### config.mk
export PLATFORM = sky130hd
export DESIGN_NAME = seq_scan_ctrl
export DESIGN_NICKNAME = d
export VERILOG_FILES = /design/src/rtl/seq_scan_pkg.sv /design/src/rtl/seq_detect_core.sv /design/src/rtl/seq_scan_ctrl.sv
export SDC_FILE = /design/constraint.sdc
export NUM_CORES = 1
export LEC_CHECK = 0
export ABC_AREA = 0
export CORE_ASPECT_RATIO = 1.4
export CORE_MARGIN = 2
export CORE_UTILIZATION = 30
export DETAILED_ROUTE_END_ITERATION = 16
export PLACE_DENSITY_LB_ADDON = 0.15
export RECOVER_POWER = 50
export SETUP_SLACK_MARGIN = 0.05
export SLEW_MARGIN = 20
export SYNTH_ARGS = -nofsm -noshare
export SYNTH_HDL_FRONTEND = slang
export SYNTH_HIERARCHICAL = 1
export SYNTH_SLANG_ARGS = --single-unit
### constraint.sdc
create_clock -name clk -period 13.5 [get_ports clk]
set_input_delay 1.35 -clock clk [delete_from_list [all_inputs] [get_ports clk]]
set_output_delay 1.35 -clock clk [all_outputs]
set_load 0.005 [all_outputs]
### src/rtl/seq_scan_pkg.sv
// Shared definitions for the scan controller: FSM states and the default detector pattern.
package seq_scan_pkg;

  typedef enum logic [2:0] {
    ST_IDLE,
    ST_LOAD,
    ST_SHIFT,
    ST_FLUSH,
    ST_DONE
  } scan_state_e;

  localparam int unsigned DEF_PAT_LEN = 5;
  localparam logic [DEF_PAT_LEN-1:0] DEF_PATTERN = 5'b10110;

endpackage

### src/rtl/seq_detect_core.sv
// Moore serial pattern detector; w is high while the state equals the full pattern length.
// SEQ_NONOVERLAP_EN: restart from the initial state after a match instead of reusing its bits.
module seq_detect_core
  import seq_scan_pkg::*;
#(
  parameter int unsigned             PAT_LEN = DEF_PAT_LEN,
  parameter logic [PAT_LEN-1:0]      PATTERN = DEF_PATTERN
) (
  input  logic clk,
  input  logic rst,
  input  logic clr,
  input  logic en,
  input  logic j,
  output logic w
);

  localparam int unsigned SW = $clog2(PAT_LEN + 1);

  logic [SW-1:0] st_q, st_d;

  // Bit n of the pattern counted from the first-received bit.
  function automatic logic pat_bit(input int unsigned n);
    logic [PAT_LEN-1:0] t;
    t = PATTERN << n;
    return t[PAT_LEN-1];
  endfunction

  // Longest pattern prefix that is a suffix of (matched prefix of length s, then b).
  function automatic logic [SW-1:0] step(input logic [SW-1:0] s, input logic b);
    int unsigned len;
    int unsigned best;
    logic        ok;
    logic        sb;
`ifdef SEQ_NONOVERLAP_EN
    len = (32'(s) == PAT_LEN) ? 1 : 32'(s) + 1;
`else
    len = 32'(s) + 1;
`endif
    best = 0;
    for (int unsigned k = 1; k <= PAT_LEN; k++) begin
      if (k <= len) begin
        ok = 1'b1;
        for (int unsigned i = 0; i < PAT_LEN; i++) begin
          if (i < k) begin
            sb = (len - k + i == len - 1) ? b : pat_bit(len - k + i);
            if (sb != pat_bit(i)) ok = 1'b0;
          end
        end
        if (ok) best = k;
      end
    end
    return SW'(best);
  endfunction

  always_comb begin
    st_d = st_q;
    if (clr)     st_d = '0;
    else if (en) st_d = step(st_q, j);
  end

  always_ff @(posedge clk) begin
    if (rst) st_q <= '0;
    else     st_q <= st_d;
  end

  assign w = (32'(st_q) == PAT_LEN);

endmodule

### src/rtl/seq_scan_ctrl.sv
// Scan controller: loads words over valid/ready, shifts them MSB-first into seq_detect_core
// and counts hits. Detector overlap behaviour selected by SEQ_NONOVERLAP_EN.
module seq_scan_ctrl
  import seq_scan_pkg::*;
#(
  parameter int unsigned        WORD_W  = 8,
  parameter int unsigned        CNT_W   = 8,
  parameter int unsigned        PAT_LEN = DEF_PAT_LEN,
  parameter logic [PAT_LEN-1:0] PATTERN = DEF_PATTERN
) (
  input  logic              clk,
  input  logic              rst,
  input  logic              start,
  input  logic [7:0]        num_words,
  input  logic              in_valid,
  input  logic [WORD_W-1:0] in_data,
  output logic              in_ready,
  output logic              busy,
  output logic              bit_out,
  output logic              hit,
  output logic [CNT_W-1:0]  hit_count,
  output logic              done
);

  localparam int unsigned BW = (WORD_W > 1) ? $clog2(WORD_W) : 1;

  scan_state_e       state_q, state_d;
  logic [WORD_W-1:0] sreg_q, sreg_d;
  logic [BW-1:0]     bit_cnt_q, bit_cnt_d;
  logic [7:0]        words_q, words_d;
  logic [CNT_W-1:0]  hit_cnt_q;
  logic              consumed_q;
  logic              det_clr;
  logic              det_en;

  always_comb begin
    state_d   = state_q;
    sreg_d    = sreg_q;
    bit_cnt_d = bit_cnt_q;
    words_d   = words_q;
    det_clr   = 1'b0;
    det_en    = 1'b0;
    unique case (state_q)
      ST_IDLE: begin
        if (start) begin
          det_clr = 1'b1;
          if (num_words != '0) begin
            words_d = num_words;
            state_d = ST_LOAD;
          end else begin
            state_d = ST_DONE;
          end
        end
      end
      ST_LOAD: begin
        if (in_valid) begin
          sreg_d    = in_data;
          bit_cnt_d = BW'(WORD_W - 1);
          state_d   = ST_SHIFT;
        end
      end
      ST_SHIFT: begin
        det_en = 1'b1;
        sreg_d = sreg_q << 1;
        if (bit_cnt_q == '0) begin
          if (words_q > 8'd1) begin
            words_d = words_q - 8'd1;
            state_d = ST_LOAD;
          end else begin
            state_d = ST_FLUSH;
          end
        end else begin
          bit_cnt_d = bit_cnt_q - 1'b1;
        end
      end
      ST_FLUSH: state_d = ST_DONE;
      ST_DONE:  state_d = ST_IDLE;
      default:  state_d = ST_IDLE;
    endcase
  end

  // Count a hit only in the cycle right after a consumed bit, so a hit held through a
  // stalled LOAD (or into DONE/IDLE) is counted exactly once.
  always_ff @(posedge clk) begin
    if (rst) begin
      state_q    <= ST_IDLE;
      sreg_q     <= '0;
      bit_cnt_q  <= '0;
      words_q    <= '0;
      hit_cnt_q  <= '0;
      consumed_q <= 1'b0;
    end else begin
      state_q    <= state_d;
      sreg_q     <= sreg_d;
      bit_cnt_q  <= bit_cnt_d;
      words_q    <= words_d;
      consumed_q <= det_en;
      if (det_clr)
        hit_cnt_q <= '0;
      else if (hit && consumed_q && (hit_cnt_q != '1))
        hit_cnt_q <= hit_cnt_q + 1'b1;
    end
  end

  seq_detect_core #(
    .PAT_LEN (PAT_LEN),
    .PATTERN (PATTERN)
  ) u_det (
    .clk (clk),
    .rst (rst),
    .clr (det_clr),
    .en  (det_en),
    .j   (sreg_q[WORD_W-1]),
    .w   (hit)
  );

  assign in_ready  = (state_q == ST_LOAD);
  assign busy      = (state_q != ST_IDLE);
  assign bit_out   = (state_q == ST_SHIFT) ? sreg_q[WORD_W-1] : 1'b0;
  assign done      = (state_q == ST_DONE);
  assign hit_count = hit_cnt_q;

endmodule
==> results.md <==
- Crit Path Class: reg2reg
- Clock Path Buffers: 2
- Setup TNS: 0 ns
- Post-Synthesis Cells: around 450
- Slowest CP cell: a21oi_1
- Antenna Cells: 0
- Clock Pin Slew Worst Setup and Hold Paths: 0.06 ns
- Filler cells: between 1000 and 1500
- CP Capture Point: u_det/st_q[0]
- Worst R2R Path Depth: 15
- Hold Path Stages: 2
- Place WS: 8.13 ns
- Ys async rst share: 0%
- Pin count of the biggest net entering global routing: 27
- GPL Wtd Cong: 0.871
- Final setup fails: 0
- Worst-Margin Slew: 1.25 ns
- RSZ-0062 raised after global routing: no
- Setup Skew: 0.00511 ns
- Die Ht: 133 µm
- IO Pins: 33
- Iteration-0 DRC Markers: 189
- Total routed wirelength: 10200 µm
- Starting Density: 30.5%
- Final Max Slew Viols: 0
- Power per Cell Area: 118 nW/µm²
- Worst path arrival time: 5.67 ns
- Core area: 11700 µm²
- Post-CTS Hold Fix Bufs: 0
- Vias in the first global route: 3242
- Max Cap Violations: 0
- Post-synth cell types: 78
- Share of layout cells above drive strength 1: 5.97%
- Die X: ~96 µm
- First-pass GRT wire length: 16300 µm
- Port buffer count: 32
- CTS Root Cell: clkbuf_16
- HPWL Detailed: 7900 µm
- Post-route minimum period: ~5.5 ns
- Initial antenna violation count: 0
- P&R area growth vs syn: 14.7%
- Total GRT Usage: 16.2%
- Worst endpoint required time: around 14 ns
- Syn Area/Cell: 7.92 µm²
- Final setup margin: 8.04 ns
- Final critical-path share of the clock period: 40.5%
- NumNets Final: roughly 540
- Outcome: completed
- EDFF count, synth: 0
- GRT overflow: 0
- CTS H-tree depth: 2
- Pleak: 1.47 nW
- Syn nets: around 520
- Sequential share of the synthesized area: 19.0%
- Initial DRT Pass Iterations: 4
- Worst vdd ir: 70.2 µV
- Worst R2R Setup Slack: 8.04 ns
- Vias post-DR: approximately 3400
- Crit path largest cell delay: 0.78 ns
- Die area: ~13000 µm²
- # resized after CTS: 0
- #FFs+latches synth: 34
- Clk sinks: 34
- Crit path top cell by count: ha_1
- Ys flop type: dfxtp_1
- Ys Warns: 6
- Detail Route Antenna Nets: 0
- Worst hold margin: 0.457 ns
- Clock latency on the worst-skew pair: 0.28 ns
- TritonCTS clock tree: built
- RR Startpoint: u_det/st_q[0]
- Setup Buffers After CTS: 0
- CP Capture Type: flip-flop
- Mapped cell area: 3570 µm²
- Headroom to the max-slew limit: 16.6%
- Rows: 47
- Crit path launch: u_det/st_q[0]
- Worst path cell trace: buf_4 > ha_1 > xnor2_2 > inv_2 > ha_1 > a21oi_1 > nor2b_1 > nand2_1 > ha_1 > or4b_2 > nor4_1 > o211ai_1 > o41ai_1 > o221ai_1 > a21oi_1
- Avg WL per Cell: around 17 µm
- Worst R2R End: u_det/st_q[0]
- CTS Buf Count: 5
- Vias per cell: 5.52
- Hold crit path type: reg2reg
- Final Hold Fails: 0
- Startpoint Class: flip-flop
- Critical path peak fanout: 25
- Drc violations: 0
- FMAX: roughly 0.18 GHz
## per-layer routing
layer	vias to the layer above	track usage (%)	wire [µm]
met4	0	7.14	397
li1	1723	-	-
met5	-	0	0
met1	1575	17.5	4010
met3	23	1.98	306
met2	77	30.2	5470
## stage by stage
step	power, mW	instance area, µm²	utilization (%)	std cells
after global placement	0.375	3970	33.9	609
after CTS	0.489	4100	35.1	616
after detailed placement	0.378	3970	33.9	609
after global routing	0.524	4100	35.0	616
final	0.485	4100	35.0	616
after floorplan	0.318	3570	-	451
## cells in the final DEF (no fill, tap or decap), drive strengths merged, types with 9 or more instances in the layout
cell and n:
nand2 38, xnor2 12, dlygate4sd3 10, nor2b 9, nand3 21, nor3 13, ha 47, nor2 38
inv 30, dfxtp 34, o21ai 20, a21oi 26, clkdlybuf4s50 22
## cell type report
cell class / instances / area, µm² / area share (%)
clock buffers: 5 / 125 / 3.05
clock inverters: 2 / 10.0 / 0.244
inverters: 30 / 118 / 2.87
multi-input cells: 363 / 2640 / 64.5
flip-flops and latches: 34 / 681 / 16.6
well taps: 147 / 184 / 4.49
repair buffers: 35 / 339 / 8.27
## cells in the mapped netlist (4+ instances only)
library cell / count / share of area [%]
clkbuf_1: 14 / 1.5
dfxtp_1: 34 / 19
nor4_1: 7 / 1.2
a22oi_1: 4 / 0.84
nand4_1: 6 / 1.1
nor2b_1: 9 / 1.6
xnor2_1: 10 / 2.5
nor2_1: 38 / 4.0
a211oi_1: 7 / 1.5
nor3_1: 12 / 1.7
mux2i_1: 8 / 2.2
a2111oi_0: 5 / 1.2
a21oi_1: 25 / 3.5
nor3b_1: 5 / 1.1
inv_1: 28 / 2.9
nand2b_1: 4 / 0.70
ha_1: 47 / 16
o21ai_0: 20 / 2.8
o31ai_1: 6 / 1.3
buf_2: 6 / 0.84
nand3_1: 20 / 2.8
nand2_1: 38 / 4.0
or3_1: 5 / 0.88
o221ai_1: 5 / 1.2
nor4b_1: 4 / 0.98
## report_power, final
| part | switching, mW | total [mW] | internal (mW) |
|---|---|---|---|
| sequential | 0.0175 | 0.131 | 0.114 |
| combinational | 0.139 | 0.244 | 0.105 |
| clock | 0.0426 | 0.109 | 0.0666 |
| total | 0.199 | 0.485 | 0.285 |
## worst max-delay path: cells and delay by family (launching register included)
kind                     cells  cell delay [ns]
AO/OA/AOI/OAI                5             1.69
AND/OR/NAND/NOR              4             1.32
adder cells (fa/ha/maj)      3             1.09
buffers and inverters        2             0.51
flip-flops                   1             0.50
XOR/XNOR                     1             0.27
## flip-flops by register name (all words and copies together), names as in the netlist
register	cells
words_q	8
consumed_q	1
u_det/st_q	3
hit_count	8
sreg_q	8
bit_cnt_q	3
state_q	3
## worst min-delay path by stage
stage	from	endpoint
2_1_floorplan	sreg_q[3]	sreg_q[3]
3_3_place_gp	sreg_q[2]	sreg_q[2]
3_5_place_dp	sreg_q[1]	sreg_q[1]
4_1_cts	sreg_q[2]	sreg_q[2]
5_1_grt	sreg_q[2]	sreg_q[2]
6_report	sreg_q[1]	sreg_q[1]
## kinds of logic (layout without fill, tap and decap cells)
| group | count (synthesis) | count (layout) | share of synthesized area, % |
|---|---|---|---|
| xor+xnor | 16 | 16 | 4.73 |
| mux | 8 | 8 | 2.24 |
| flops | 34 | 34 | 19.0 |
| simple gates | 175 | 175 | 26.1 |
| compound gates | 117 | 117 | 24.5 |
| fa+ha+maj | 47 | 47 | 16.5 |
| buf+inv | 54 | 72 | 6.97 |
Note: power is estimated with default switching activity, not from simulation.
